--- src/rtl/obi_nport_arbiter.sv ---
// N-to-1 OBI request arbiter (round-robin or fixed priority) with an in-order
// response-routing FIFO that steers each response back to the port that issued it.
module obi_nport_arbiter #(
    parameter int    NUM_PORTS       = 2,
    parameter int    ADDR_WIDTH      = 32,
    parameter int    DATA_WIDTH      = 32,
    parameter int    MAX_OUTSTANDING = 2,
    parameter string ARB_MODE        = "RR"
) (
    input  logic                                   clk_i,
    input  logic                                   rst_ni,
    input  logic [NUM_PORTS-1:0]                   m_req_i,
    output logic [NUM_PORTS-1:0]                   m_gnt_o,
    input  logic [NUM_PORTS*ADDR_WIDTH-1:0]        m_addr_i,
    input  logic [NUM_PORTS-1:0]                   m_we_i,
    input  logic [NUM_PORTS*DATA_WIDTH/8-1:0]      m_be_i,
    input  logic [NUM_PORTS*DATA_WIDTH-1:0]        m_wdata_i,
    output logic [NUM_PORTS-1:0]                   m_rvalid_o,
    output logic [DATA_WIDTH-1:0]                  m_rdata_o,
    output logic                                   s_req_o,
    input  logic                                   s_gnt_i,
    output logic [ADDR_WIDTH-1:0]                  s_addr_o,
    output logic                                   s_we_o,
    output logic [DATA_WIDTH/8-1:0]                s_be_o,
    output logic [DATA_WIDTH-1:0]                  s_wdata_o,
    input  logic                                   s_rvalid_i,
    input  logic [DATA_WIDTH-1:0]                  s_rdata_i,
    output logic [$clog2(MAX_OUTSTANDING+1)-1:0]   outstanding_o,
    output logic                                   err_o
);
    localparam int BE_WIDTH   = DATA_WIDTH / 8;
    localparam int IDX_W      = (NUM_PORTS > 1) ? $clog2(NUM_PORTS) : 1;
    localparam int PTR_W      = (MAX_OUTSTANDING > 1) ? $clog2(MAX_OUTSTANDING) : 1;
    localparam int CNT_W      = $clog2(MAX_OUTSTANDING + 1);
    localparam bit FIXED_MODE = (ARB_MODE == "FIXED");

    logic [IDX_W-1:0]      rr_ptr_reg;
    logic [IDX_W-1:0]      lock_idx_reg;
    logic                  lock_valid_reg;
    logic                  err_reg;
    logic [PTR_W-1:0]      wr_ptr_reg;
    logic [PTR_W-1:0]      rd_ptr_reg;
    logic [CNT_W-1:0]      count_reg;
    logic [IDX_W-1:0]      fifo_mem [MAX_OUTSTANDING];

    logic [IDX_W-1:0]      arb_sel;
    logic [IDX_W-1:0]      sel;
    logic [IDX_W-1:0]      head;
    logic                  lock_hold;
    logic                  fifo_full;
    logic                  fifo_empty;
    logic                  handshake;
    logic                  pop;

    logic [ADDR_WIDTH-1:0] addr_arr  [NUM_PORTS];
    logic [BE_WIDTH-1:0]   be_arr    [NUM_PORTS];
    logic [DATA_WIDTH-1:0] wdata_arr [NUM_PORTS];

    // Search upward from the start point with wrap; fixed mode always starts at port 0.
    always_comb begin
        int   cand;
        logic found;
        arb_sel = '0;
        found   = 1'b0;
        cand    = 0;
        for (int k = 0; k < NUM_PORTS; k++) begin
            cand = FIXED_MODE ? k : int'(rr_ptr_reg) + k;
            if (cand >= NUM_PORTS) cand = cand - NUM_PORTS;
            if (!found && m_req_i[cand]) begin
                found   = 1'b1;
                arb_sel = IDX_W'(cand);
            end
        end
    end

    // A stalled address phase pins the selection until its port is granted or withdraws.
    assign lock_hold  = lock_valid_reg & m_req_i[lock_idx_reg];
    assign sel        = lock_hold ? lock_idx_reg : arb_sel;
    assign fifo_full  = (count_reg == CNT_W'(MAX_OUTSTANDING));
    assign fifo_empty = (count_reg == '0);
    assign s_req_o    = rst_ni & (|m_req_i) & ~fifo_full;
    assign handshake  = s_req_o & s_gnt_i;
    assign pop        = rst_ni & s_rvalid_i & ~fifo_empty;
    assign head       = fifo_mem[rd_ptr_reg];

    generate
        for (genvar gi = 0; gi < NUM_PORTS; gi++) begin : g_port
            assign addr_arr[gi]   = m_addr_i[gi*ADDR_WIDTH +: ADDR_WIDTH];
            assign be_arr[gi]     = m_be_i[gi*BE_WIDTH +: BE_WIDTH];
            assign wdata_arr[gi]  = m_wdata_i[gi*DATA_WIDTH +: DATA_WIDTH];
            assign m_gnt_o[gi]    = handshake & (sel == IDX_W'(gi));
            assign m_rvalid_o[gi] = pop & (head == IDX_W'(gi));
        end
    endgenerate

    assign s_addr_o      = addr_arr[sel];
    assign s_we_o        = m_we_i[sel];
    assign s_be_o        = be_arr[sel];
    assign s_wdata_o     = wdata_arr[sel];
    assign m_rdata_o     = s_rdata_i;
    assign outstanding_o = count_reg;
    assign err_o         = err_reg;

    // Storage carries no reset; validity is tracked solely by the pointers and count.
    always_ff @(posedge clk_i) begin
        if (handshake) fifo_mem[wr_ptr_reg] <= sel;
    end

    always_ff @(posedge clk_i or negedge rst_ni) begin
        if (!rst_ni) begin
            rr_ptr_reg     <= '0;
            lock_idx_reg   <= '0;
            lock_valid_reg <= 1'b0;
            err_reg        <= 1'b0;
            wr_ptr_reg     <= '0;
            rd_ptr_reg     <= '0;
            count_reg      <= '0;
        end else begin
            if (handshake) begin
                wr_ptr_reg <= (wr_ptr_reg == PTR_W'(MAX_OUTSTANDING - 1)) ? '0 : wr_ptr_reg + 1'b1;
                if (!FIXED_MODE)
                    rr_ptr_reg <= (sel == IDX_W'(NUM_PORTS - 1)) ? '0 : sel + 1'b1;
            end
            if (pop)
                rd_ptr_reg <= (rd_ptr_reg == PTR_W'(MAX_OUTSTANDING - 1)) ? '0 : rd_ptr_reg + 1'b1;
            case ({handshake, pop})
                2'b10:   count_reg <= count_reg + 1'b1;
                2'b01:   count_reg <= count_reg - 1'b1;
                default: count_reg <= count_reg;
            endcase
            if (handshake) begin
                lock_valid_reg <= 1'b0;
            end else if (s_req_o && !s_gnt_i) begin
                lock_valid_reg <= 1'b1;
                lock_idx_reg   <= sel;
            end else begin
                lock_valid_reg <= 1'b0;
            end
            if ((s_rvalid_i && fifo_empty) || (lock_valid_reg && !lock_hold))
                err_reg <= 1'b1;
        end
    end
endmodule

--- config.mk ---
export PLATFORM = sky130hd
export DESIGN_NAME = obi_nport_arbiter
export DESIGN_NICKNAME = d
export VERILOG_FILES = /design/src/rtl/obi_nport_arbiter.sv
export SDC_FILE = /design/constraint.sdc
export NUM_CORES = 1
export LEC_CHECK = 0
export CAP_MARGIN = 20
export CORE_AREA = 2 2 109 111
export DETAILED_ROUTE_END_ITERATION = 7
export DIE_AREA = 0 0 111 113
export SLEW_MARGIN = 10
export SYNTH_ARGS = -nofsm -noshare
export SYNTH_HDL_FRONTEND = slang
export SYNTH_SLANG_ARGS = --single-unit
--- constraint.sdc ---
create_clock -name clk_i -period 3.6 [get_ports clk_i]
set_clock_uncertainty 0.1 [all_clocks]
set_input_delay 0.72 -clock clk_i [delete_from_list [all_inputs] [get_ports clk_i]]
set_output_delay 0.72 -clock clk_i [all_outputs]
set_load 0.02 [all_outputs]
==> summary.txt <==
Outcome
  – Outcome: completed

Setup path
  – Setup slack of the most critical reg-to-reg path: 1800 ps
  – Ordered list of cells on the worst path: clkdlybuf4s50_1 -> a21bo_4 -> buf_12 -> mux2_4 -> clkdlybuf4s50_1
  – Most used cell along the critical path: sky130_fd_sc_hd__clkdlybuf4s50_1
  – Req. time, crit path: 2780 ps
  – Worst setup EP type: primary output
  – Crit-path max FO: 28
  – Worst Path Arrival: 2670 ps
  – Slowest stage cell on the critical path: sky130_fd_sc_hd__clkdlybuf4s50_1
  – Category of the most critical setup path: in2out
  – CP peak stage delay: 580 ps
  – Critical Path Start Type: primary input

CTS
  – Post-CTS clock slew at the launch and capture registers of the worst setup and hold paths: 40 ps
  – Post-CTS resize count: 0
  – Insertion delay to the later sink of the worst-skew pair: 240 ps
  – Bufs on Longest Clock Path: 2
  – H-Tree Level Count: 1
  – Root buffer cell: sky130_fd_sc_hd__clkbuf_16
  – # clock sinks: 10
  – Hold_buf cts: 0
  – Clock tree from TritonCTS: built
  – Total clock buffers created by CTS: 3
  – Buffers inserted by post-CTS timing repair: 0

Synthesis
  – Cell area after synthesis: 1920 µm²
  – Cell variety after synth: 27
  – Sequential area share after synthesis: 13.6%
  – Number of instances in the synthesized netlist: 155
  – Cell taking the most area after synthesis: sky130_fd_sc_hd__mux2_4
  – Synth Register Bits: 10
  – Number of warnings issued by yosys: 0
  – Largest cells by area after synthesis: sky130_fd_sc_hd__mux2_4 52%, sky130_fd_sc_hd__buf_4 13%, sky130_fd_sc_hd__dfrtp_1 10%
  – Share of Yosys cell area claimed by the top area cell type: 52.4%
  – Syn nets: 332
  – Per-instance average area after synthesis: 12.4 µm²

Route
  – Vias post-DR: 1930
  – Post-route antenna net violation count: 0
  – Average detailed-routed wire length per instance: 15.5 µm
  – Post-DR vias/cell: 3.95
  – Detailed-routing iteration count for the pre-antenna-repair pass: 4
  – Total Routed Length: 7.56 mm
  – Residual DRC: 0
  – DRT iter0 DRCs: 52

GRT
  – Global-route wire length before repair: 11.1 mm
  – Initial antenna violation count: 0
  – Pin count of the biggest net entering global routing: 29
  – Total routing resource utilization after global routing: 11.1%
  – Via count of the first global-routing pass: 1960
  – Overflow left after global routing: 0

Power
  – Pleak: 1.75 nW
  – Sequential share of power: 13.3%
  – Maximum vdd drop: 0.000182 V
  – Cell-internal power: 952 µW
  – Total power density per cell area: 364 nW/µm²
  – Net switching power: 531 µW
  – Power, Total: 1.48 mW
  – Relative contribution of the clock network to total power: 13.8%
  – Switching Share: 35.8%
  – Logic pwr share: 72.9%

Die
  – Count of standard-cell rows: 39
  – Initial core utilization: 17.0%
  – IO Pins: 285
  – Placeable core area: 11300 µm²
  – Total die area: 12500 µm²
  – Die Height: 113 µm
  – Floorplan die width: 111 µm

Timing
  – Achievable frequency: 287 MHz
  – Worst-margin pin slew: 382 ps
  – Setup Total Neg Slack: 0 ps
  – Setup repair after global routing missed its margin: no
  – Final clock period utilization by the worst path: 96.9%
  – Max-slew violation count: 0
  – Final-report hold violation count: 0
  – Final setup violation count: 0
  – Tightest slew margin relative to the limit: 74.4%
  – Final critical path time including I/O delays and setup: 3490 ps
  – Post-route worst hold slack: 389 ps

Min path
  – Type of the most critical hold path: reg2reg

Flow run
  – MaxCap Viol Count: 0

Cells and area
  – Ant. Diodes: 0
  – Most used cells in the layout excluding fill and tap cells: 220 x sky130_fd_sc_hd__clkdlybuf4s50_1, 67 x sky130_fd_sc_hd__mux2_4, 9 x sky130_fd_sc_hd__nor2_1
  – Share of layout cells above drive strength 1: 23.1%
  – Leading cell type in the layout, fill and taps excluded: sky130_fd_sc_hd__clkdlybuf4s50_1
  – Fraction of the core area covered by cells at the end of the flow: 36.2%
  – Final Instance Area: 4080 µm²
  – Number of nets at the end of the flow: 524
  – Fillers: 1137
  – Area delta synth->final: 112%

Placement
  – Post-place instance area: 4000 µm²
  – Final estimated routing congestion in global placement: 0.851
  – Total of buffers placed on input and output ports: 220
  – Placed wire-length estimate after detailed placement: 6.50 mm
critical path: cells and delay by family:
kind / cells / cell delay, ps
muxes: 1 / 330
AOI/OAI and AO/OA: 1 / 220
buffers and inverters: 3 / 1370
final cells by class:
class / instances / area (µm²) / area share [%]
Multi-Input combinational cell: 102 / 1270 / 31.1
Tap cell: 143 / 179 / 4.39
Sequential cell: 10 / 260 / 6.39
Clock buffer: 4 / 78.8 / 1.93
Inverter: 3 / 11.3 / 0.276
Timing Repair Buffer: 227 / 2280 / 55.9
cell families (layout without fill, tap and decap cells):
family | Yosys count | in the layout | share of synthesized area [%]
adders and majority gates | 1 | 1 | 0.652
buffers and inverters | 43 | 234 | 20.7
AOI/OAI and AO/OA | 6 | 6 | 2.81
DFF | 10 | 10 | 13.6
and+or+nand+nor | 18 | 18 | 4.76
muxes | 72 | 72 | 55.2
xor gates and xnor gates | 5 | 5 | 2.28
through the flow:
step                setup WS [ps]  cells
floorplan                    1190    155
global placement              140    485
detailed placement            112    485
CTS                           104    489
global route                 45.9    489
finish                        113    489
power by group through the flow:
stage          logic, mW  registers, mW  clock network (mW)
6_report            1.08          0.198               0.205
5_1_grt             1.14          0.204               0.212
4_1_cts             1.10          0.198               0.209
3_5_place_dp        1.09          0.200                   0
3_3_place_gp        1.08          0.198                   0
2_1_floorplan      0.688          0.205                   0
Yosys cell counts, drive strengths merged:
cell type and n:
o211ai 1, nand2b 1, mux2 69, ha 1, nor2 9, nand2 2, xor2 1, and4b 1
edfxtp 2, a21bo 1, a41o 1, a221o 1, xnor2 4, buf 40, o21a 1, a22o 1
dfrtp 8, nor3 1, mux2i 3, nand4b 2, nor2b 1, nand3 1, inv 3
per-layer routing:
metal / vias to the layer above / GRT usage, % / routed length (µm)
met2: 158 / 18.9 / 3570
met3: 7 / 4.02 / 822
met1: 863 / 13.0 / 3070
met5: - / 0 / 0
met4: 0 / 3.33 / 102
li1: 902 / - / -
worst paths after layout:
kind / start / endpoint / cells after the start
worst min-delay path: rd_ptr_reg / rd_ptr_reg / 1
worst max register to register: outstanding_o[0] / outstanding_o[1] / 6
worst min register to register: rd_ptr_reg / rd_ptr_reg / 1
worst max-delay path: m_req_i[0] / s_wdata_o[7] / 5
min in group asynchronous: rst_ni / outstanding_o[1] / 1
max in group asynchronous: rst_ni / lock_idx_reg / 2
(Power assumes the default switching activity.)
